==> src/rtl/crossbar_ctrl_pkg.sv <==
// crossbar_ctrl_pkg: shared state encoding and settle-counter sizing for the crossbar sequencer
package crossbar_ctrl_pkg;
  typedef enum logic [2:0] {IDLE, CLEAR, APPLY, SETTLE, SAMPLE, DONE} state_e;
  localparam int SETTLE_CYCLES_DEF = 2;
  localparam int SETTLE_W = $clog2(SETTLE_CYCLES_DEF + 1);
  function automatic int settle_w(input int n);
    return $clog2(n + 1);
  endfunction
endpackage

==> src/rtl/crossbar_ts_counter.sv <==
// crossbar_ts_counter: clearable up-counter with terminal-count compare against LAST
// Ports: clk, rst (sync, active-high), clr_i (clear, wins over inc_i), inc_i, cnt_o (count), tc_o (cnt_o==LAST)
module crossbar_ts_counter #(
  parameter int W    = 4,
  parameter int LAST = 9
) (
  input  logic         clk,
  input  logic         rst,
  input  logic         clr_i,
  input  logic         inc_i,
  output logic [W-1:0] cnt_o,
  output logic         tc_o
);
  logic [W-1:0] cnt_q;
  always_ff @(posedge clk) begin
    if (rst || clr_i) cnt_q <= '0;
    else if (inc_i) cnt_q <= cnt_q + 1'b1;
  end
  assign cnt_o = cnt_q;
  assign tc_o  = cnt_q == W'(LAST);
endmodule

==> src/rtl/crossbar_controller.sv <==
// crossbar_controller: clear/apply/sample timing sequencer for one ReRAM crossbar integration window
// Ports: clk, rst (sync, active-high), start (sampled in IDLE), clear_acc, apply_v, sample_i, done, busy, ts_idx
// Option: CROSSBAR_CTRL_SETTLE_EN adds a SETTLE_CYCLES-long SETTLE state after each APPLY
module crossbar_controller
  import crossbar_ctrl_pkg::*;
#(
  parameter int TIMESTEPS     = 10,
  parameter int TS_WIDTH      = 4,
  parameter int SETTLE_CYCLES = 2
) (
  input  logic                clk,
  input  logic                rst,
  input  logic                start,
  output logic                clear_acc,
  output logic                apply_v,
  output logic                sample_i,
  output logic                done,
  output logic                busy,
  output logic [TS_WIDTH-1:0] ts_idx
);
  if (TIMESTEPS < 1 || TIMESTEPS > 2**TS_WIDTH || SETTLE_CYCLES < 1) begin : g_bad_params
    $error("crossbar_controller: illegal TIMESTEPS/TS_WIDTH/SETTLE_CYCLES");
  end
  state_e state_q, state_d;
  logic   ts_tc;
  logic   clear_acc_q, apply_v_q, sample_i_q, done_q, busy_q;
  // The timestep counter is held at 0 in every state outside the timestep loop.
  crossbar_ts_counter #(.W(TS_WIDTH), .LAST(TIMESTEPS - 1)) u_ts (
    .clk   (clk),
    .rst   (rst),
    .clr_i (!(state_d inside {APPLY, SETTLE, SAMPLE})),
    .inc_i (state_q == SAMPLE && state_d == APPLY),
    .cnt_o (ts_idx),
    .tc_o  (ts_tc)
  );
`ifdef CROSSBAR_CTRL_SETTLE_EN
  logic                                st_tc;
  logic [settle_w(SETTLE_CYCLES)-1:0] st_cnt;
  crossbar_ts_counter #(.W(settle_w(SETTLE_CYCLES)), .LAST(SETTLE_CYCLES - 1)) u_settle (
    .clk   (clk),
    .rst   (rst),
    .clr_i (state_d != SETTLE),
    .inc_i (state_q == SETTLE),
    .cnt_o (st_cnt),
    .tc_o  (st_tc)
  );
`endif
  always_comb begin
    state_d = state_q;
    case (state_q)
      IDLE:    state_d = start ? CLEAR : IDLE;
      CLEAR:   state_d = APPLY;
`ifdef CROSSBAR_CTRL_SETTLE_EN
      APPLY:   state_d = SETTLE;
      SETTLE:  state_d = st_tc ? SAMPLE : SETTLE;
`else
      APPLY:   state_d = SAMPLE;
`endif
      SAMPLE:  state_d = ts_tc ? DONE : APPLY;
      DONE:    state_d = IDLE;
      default: state_d = IDLE;
    endcase
  end
  // Outputs are registered from the next state so they line up with state_q.
  always_ff @(posedge clk) begin
    if (rst) begin
      state_q     <= IDLE;
      clear_acc_q <= 1'b0;
      apply_v_q   <= 1'b0;
      sample_i_q  <= 1'b0;
      done_q      <= 1'b0;
      busy_q      <= 1'b0;
    end else begin
      state_q     <= state_d;
      clear_acc_q <= state_d == CLEAR;
      apply_v_q   <= state_d inside {APPLY, SETTLE};
      sample_i_q  <= state_d == SAMPLE;
      done_q      <= state_d == DONE;
      busy_q      <= state_d != IDLE;
    end
  end
  assign clear_acc = clear_acc_q;
  assign apply_v   = apply_v_q;
  assign sample_i  = sample_i_q;
  assign done      = done_q;
  assign busy      = busy_q;
endmodule

==> config.mk <==
export PLATFORM = sky130hd
export DESIGN_NAME = crossbar_controller
export DESIGN_NICKNAME = d
export VERILOG_FILES = /design/src/rtl/crossbar_ctrl_pkg.sv /design/src/rtl/crossbar_ts_counter.sv /design/src/rtl/crossbar_controller.sv
export SDC_FILE = /design/constraint.sdc
export NUM_CORES = 1
export LEC_CHECK = 0
export ABC_CLOCK_PERIOD_IN_PS = 2800
export BUFFER_PORTS_ARGS = -buffer_cell sky130_fd_sc_hd__buf_4
export CELL_PAD_IN_SITES_DETAIL_PLACEMENT = 0
export CELL_PAD_IN_SITES_GLOBAL_PLACEMENT = 2
export CORE_UTILIZATION = 30
export DETAILED_ROUTE_END_ITERATION = 16
export GPL_ROUTABILITY_DRIVEN = 0
export PLACE_DENSITY = 0.82
export SLEW_MARGIN = 25
export SYNTH_ARGS = -nofsm -noshare
export SYNTH_HDL_FRONTEND = slang
export SYNTH_HIERARCHICAL = 1
export SYNTH_SLANG_ARGS = --single-unit
==> constraint.sdc <==
create_clock -name clk -period 2.8 [get_ports clk]
set_clock_uncertainty 0.15 [all_clocks]
set_input_delay 0.42 -clock clk [delete_from_list [all_inputs] [get_ports clk]]
set_output_delay 0.42 -clock clk [all_outputs]
set_load 0.1 [all_outputs]
==> metrics.md <==
| Metric | Value |
|---|---|
| Status | `complete, no violations` |
| Wirelength per Cell | `10.89 um` |
| Worst-skew pair later-pin latency | `270 ps` |
| RSZ-0062 raised after global routing | `false` |
| Worst EP required | `2810 ps` |
| Synth Register Bits | `12` |
| Initial antenna violation count | `0` |
| Hold WC Path Type | `primary input to register` |
| Clock Sinks | `12` |
| Most frequent cells in the layout | `buf_4 (12), dfxtp_1 (11), nor2_1 (3), clkbuf_4 (3)` |
| Initial DRT Pass Iterations | `4` |
| Hold bufs inserted after CTS | `0` |
| Iter 0 DRT Violations | `12` |
| Share of cells above drive strength 1 | `29.69%` |
| Final wirelength | `871 um` |
| Max Slew Vio Count | `0` |
| Distinct cell type count after synthesis | `29` |
| Critical Path Fanout Max | `5` |
| Die Area | `0.001888 sq mm` |
| Worst EP arrival | `2100 ps` |
| Relative max-transition margin | `73.71%` |
| First-pass GRT wire length | `1476 um` |
| Worst slew pin tran | `393.4 ps` |
| TNS Setup | `0 ps` |
| Via density | `5.013` |
| Crit Reg-Reg Endpoint | `u_ts/cnt_o[3]$_SDFFE_PP0P_` |
| Tot GR Track Use | `11.37%` |
| H-tree depth | `1` |
| CP Buf/Inv Count | `1` |
| Ports | `12` |
| Share of flip-flops with an asynchronous set or reset | `0%` |
| Synthesized area | `515.5 sq um` |
| Worst r2r src | `u_ts/cnt_o[1]$_SDFFE_PP0P_` |
| Sequential fraction of the synthesis area | `46.60%` |
| Synth Instances | `50` |
| Final design utilization | `41.49%` |
| Root buf cell | `clkbuf_4` |
| Nets | `70` |
| Syn nets | `55` |
| Post-synthesis average cell area | `10.31 sq um` |
| Initial Utilization | `33.07%` |
| Peak supply drop | `0.3443 mV` |
| Main synth FF type | `dfxtp_1` |
| Largest net degree at the start of global routing | `11` |
| Post-synth EDFFs | `0` |
| Die X | `43.45 um` |
| Delay-heaviest family, CP | `simple AND/OR/NAND/NOR gates` |
| R2R Setup Slk | `710 ps` |
| Cell area power density | `577.9 mW/mm^2` |
| Final setup viols | `0` |
| Post-route cell area | `646.9 sq um` |
| Worst hold start | `rst` |
| Vias | `401` |
| Routed Antenna Nets | `0` |
| Total power draw | `373.8 uW` |
| Area after DPL | `610.6 sq um` |
| Core Region | `0.001559 sq mm` |
| Fillers | `149` |
| Area of the multi-input gates | `255.2 sq um` |
| Yosys warning total | `6` |
| Period minus WS final | `2086 ps` |
| Reg2Reg Depth | `7` |
| CTS clock-pin slew for the worst setup and hold paths | `80 ps` |
| Hold Crit Depth | `2` |
| WS Path Type | `register to register` |
| Total grt overflow | `0` |
| Max Cap Viol | `0` |
| Area Overhead vs Synth | `25.49%` |
| Worst-case clock buffer depth | `2` |
| Std cell rows | `14` |
| Worst Setup End Kind | `register` |
| Sequential cell area | `241.5 sq um` |
| Hold path endpoint | `state_q[2]$_SDFF_PP0_` |
| Fin. Hold Viols | `0` |
| Most common cell after layout, fill and taps aside | `buf_4` |
| IO Port Bufs | `11` |
| Post-CTS sizing | `0` |
| DIE HEIGHT | `43.45 um` |
| CP cell instances | `inv_1 -> ha_1 -> and3b_1 -> nor3b_1 -> nor2b_1 -> nand4_1 -> mux2_1` |
| F_max | `0.4793 GHz` |
| Fin crit share | `74.51%` |
| CP max stage delay | `380 ps` |
| Num CTS Buffers | `3` |
| Post-CTS Setup Inserts | `0` |
| ANT cells | `0` |
| Slowest-stage cell, CP | `nor3b_1` |
| P_leak | `0.2686 nW` |
| DP HPWL | `602.6 um` |
| CTS tree | `done` |
| Post-route DRC | `0` |
| CP Launch Type | `register` |
| Vias in the first global route | `331` |
-- worst reg2reg max path: stages, from the launching register on --
cell and delay [ps]:
dfxtp_2 370, inv_1 50, ha_1 160, and3b_1 200
nor3b_1 380, nor2b_1 240, nand4_1 110, mux2_1 320
-- power breakdown --
| part | internal, mW | total, mW | switching [mW] |
|---|---|---|---|
| registers | 0.177 | 0.183 | 0.00596 |
| logic | 0.0157 | 0.0548 | 0.0391 |
| clock network | 0.0790 | 0.136 | 0.0575 |
-- sequential cells by signal, summed over array words and instances (netlist names) --
register	flops
state_q	3
apply_v	1
done	1
sample_i	1
clear_acc	1
busy	1
u_ts/cnt_o	4
-- area by class of cell --
cell class	instances	share of cell area, %
inverters	1	0.5803
clock buffers	4	5.609
multi-input cells	35	39.46
flip-flops and latches	12	37.33
well taps	16	3.095
repair buffers	12	13.93
-- metal layers --
layer | part of all wire, % | wire length, um | GRT usage [%] | up-vias
li1 | - | - | - | 212
met1 | 51 | 444 | 14.47 | 175
met2 | 42 | 368 | 14.24 | 14
met3 | 6.7 | 58 | 6.667 | 0
met4 | 0 | 0 | 7.500 | 0
met5 | 0 | 0 | 0 | -
-- Yosys cell counts (2+ instances only) --
library cell,number,area (sq um)
o21a_1,2,15.01
dfxtp_1,12,240.2
ha_1,2,25.02
nor2b_1,2,12.51
a211oi_1,2,15.01
nand3b_1,2,15.01
nor3_1,2,10.01
nor2_1,3,11.26
a21oi_1,2,10.01
nor3b_1,2,15.01
-- logic make-up (layout without fill, tap and decap cells) --
| group | after synthesis | after routing | share of synthesized area, % |
|---|---|---|---|
| compound gates | 10 | 10 | 13.83 |
| buf+inv | 3 | 17 | 3.882 |
| simple gates | 21 | 21 | 26.94 |
| flops | 12 | 12 | 46.60 |
| mux | 1 | 1 | 2.184 |
| xor+xnor | 1 | 1 | 1.699 |
| fa+ha+maj | 2 | 2 | 4.854 |
-- through the flow --
step / hold slack (ps) / setup WS [ps] / instances
floorplan: 342.8 / 112.4 / 50
global placement: 351.6 / 738.7 / 76
detailed placement: 352.0 / 738.6 / 76
CTS: 216.1 / 716.5 / 80
global route: 209.7 / 529.8 / 80
finish: 223.8 / 713.7 / 80
-- worst max path at each step --
| stage | start | end | slack [ps] | depth (start not counted) |
|---|---|---|---|---|
| 4_1_cts | u_ts/cnt_o[1]$_SDFFE_PP0P_ | u_ts/cnt_o[3]$_SDFFE_PP0P_ | 720 | 7 |
| 3_5_place_dp | u_ts/cnt_o[1]$_SDFFE_PP0P_ | u_ts/cnt_o[3]$_SDFFE_PP0P_ | 740 | 7 |
| 5_1_grt | u_ts/cnt_o[1]$_SDFFE_PP0P_ | u_ts/cnt_o[1]$_SDFFE_PP0P_ | 530 | 7 |
| 2_1_floorplan | u_ts/cnt_o[2]$_SDFFE_PP0P_ | u_ts/cnt_o[3]$_SDFFE_PP0P_ | 110 | 5 |
| 6_report | u_ts/cnt_o[1]$_SDFFE_PP0P_ | u_ts/cnt_o[3]$_SDFFE_PP0P_ | 710 | 7 |
| 3_3_place_gp | u_ts/cnt_o[1]$_SDFFE_PP0P_ | u_ts/cnt_o[1]$_SDFFE_PP0P_ | 740 | 7 |
(Power assumes the default switching activity.)
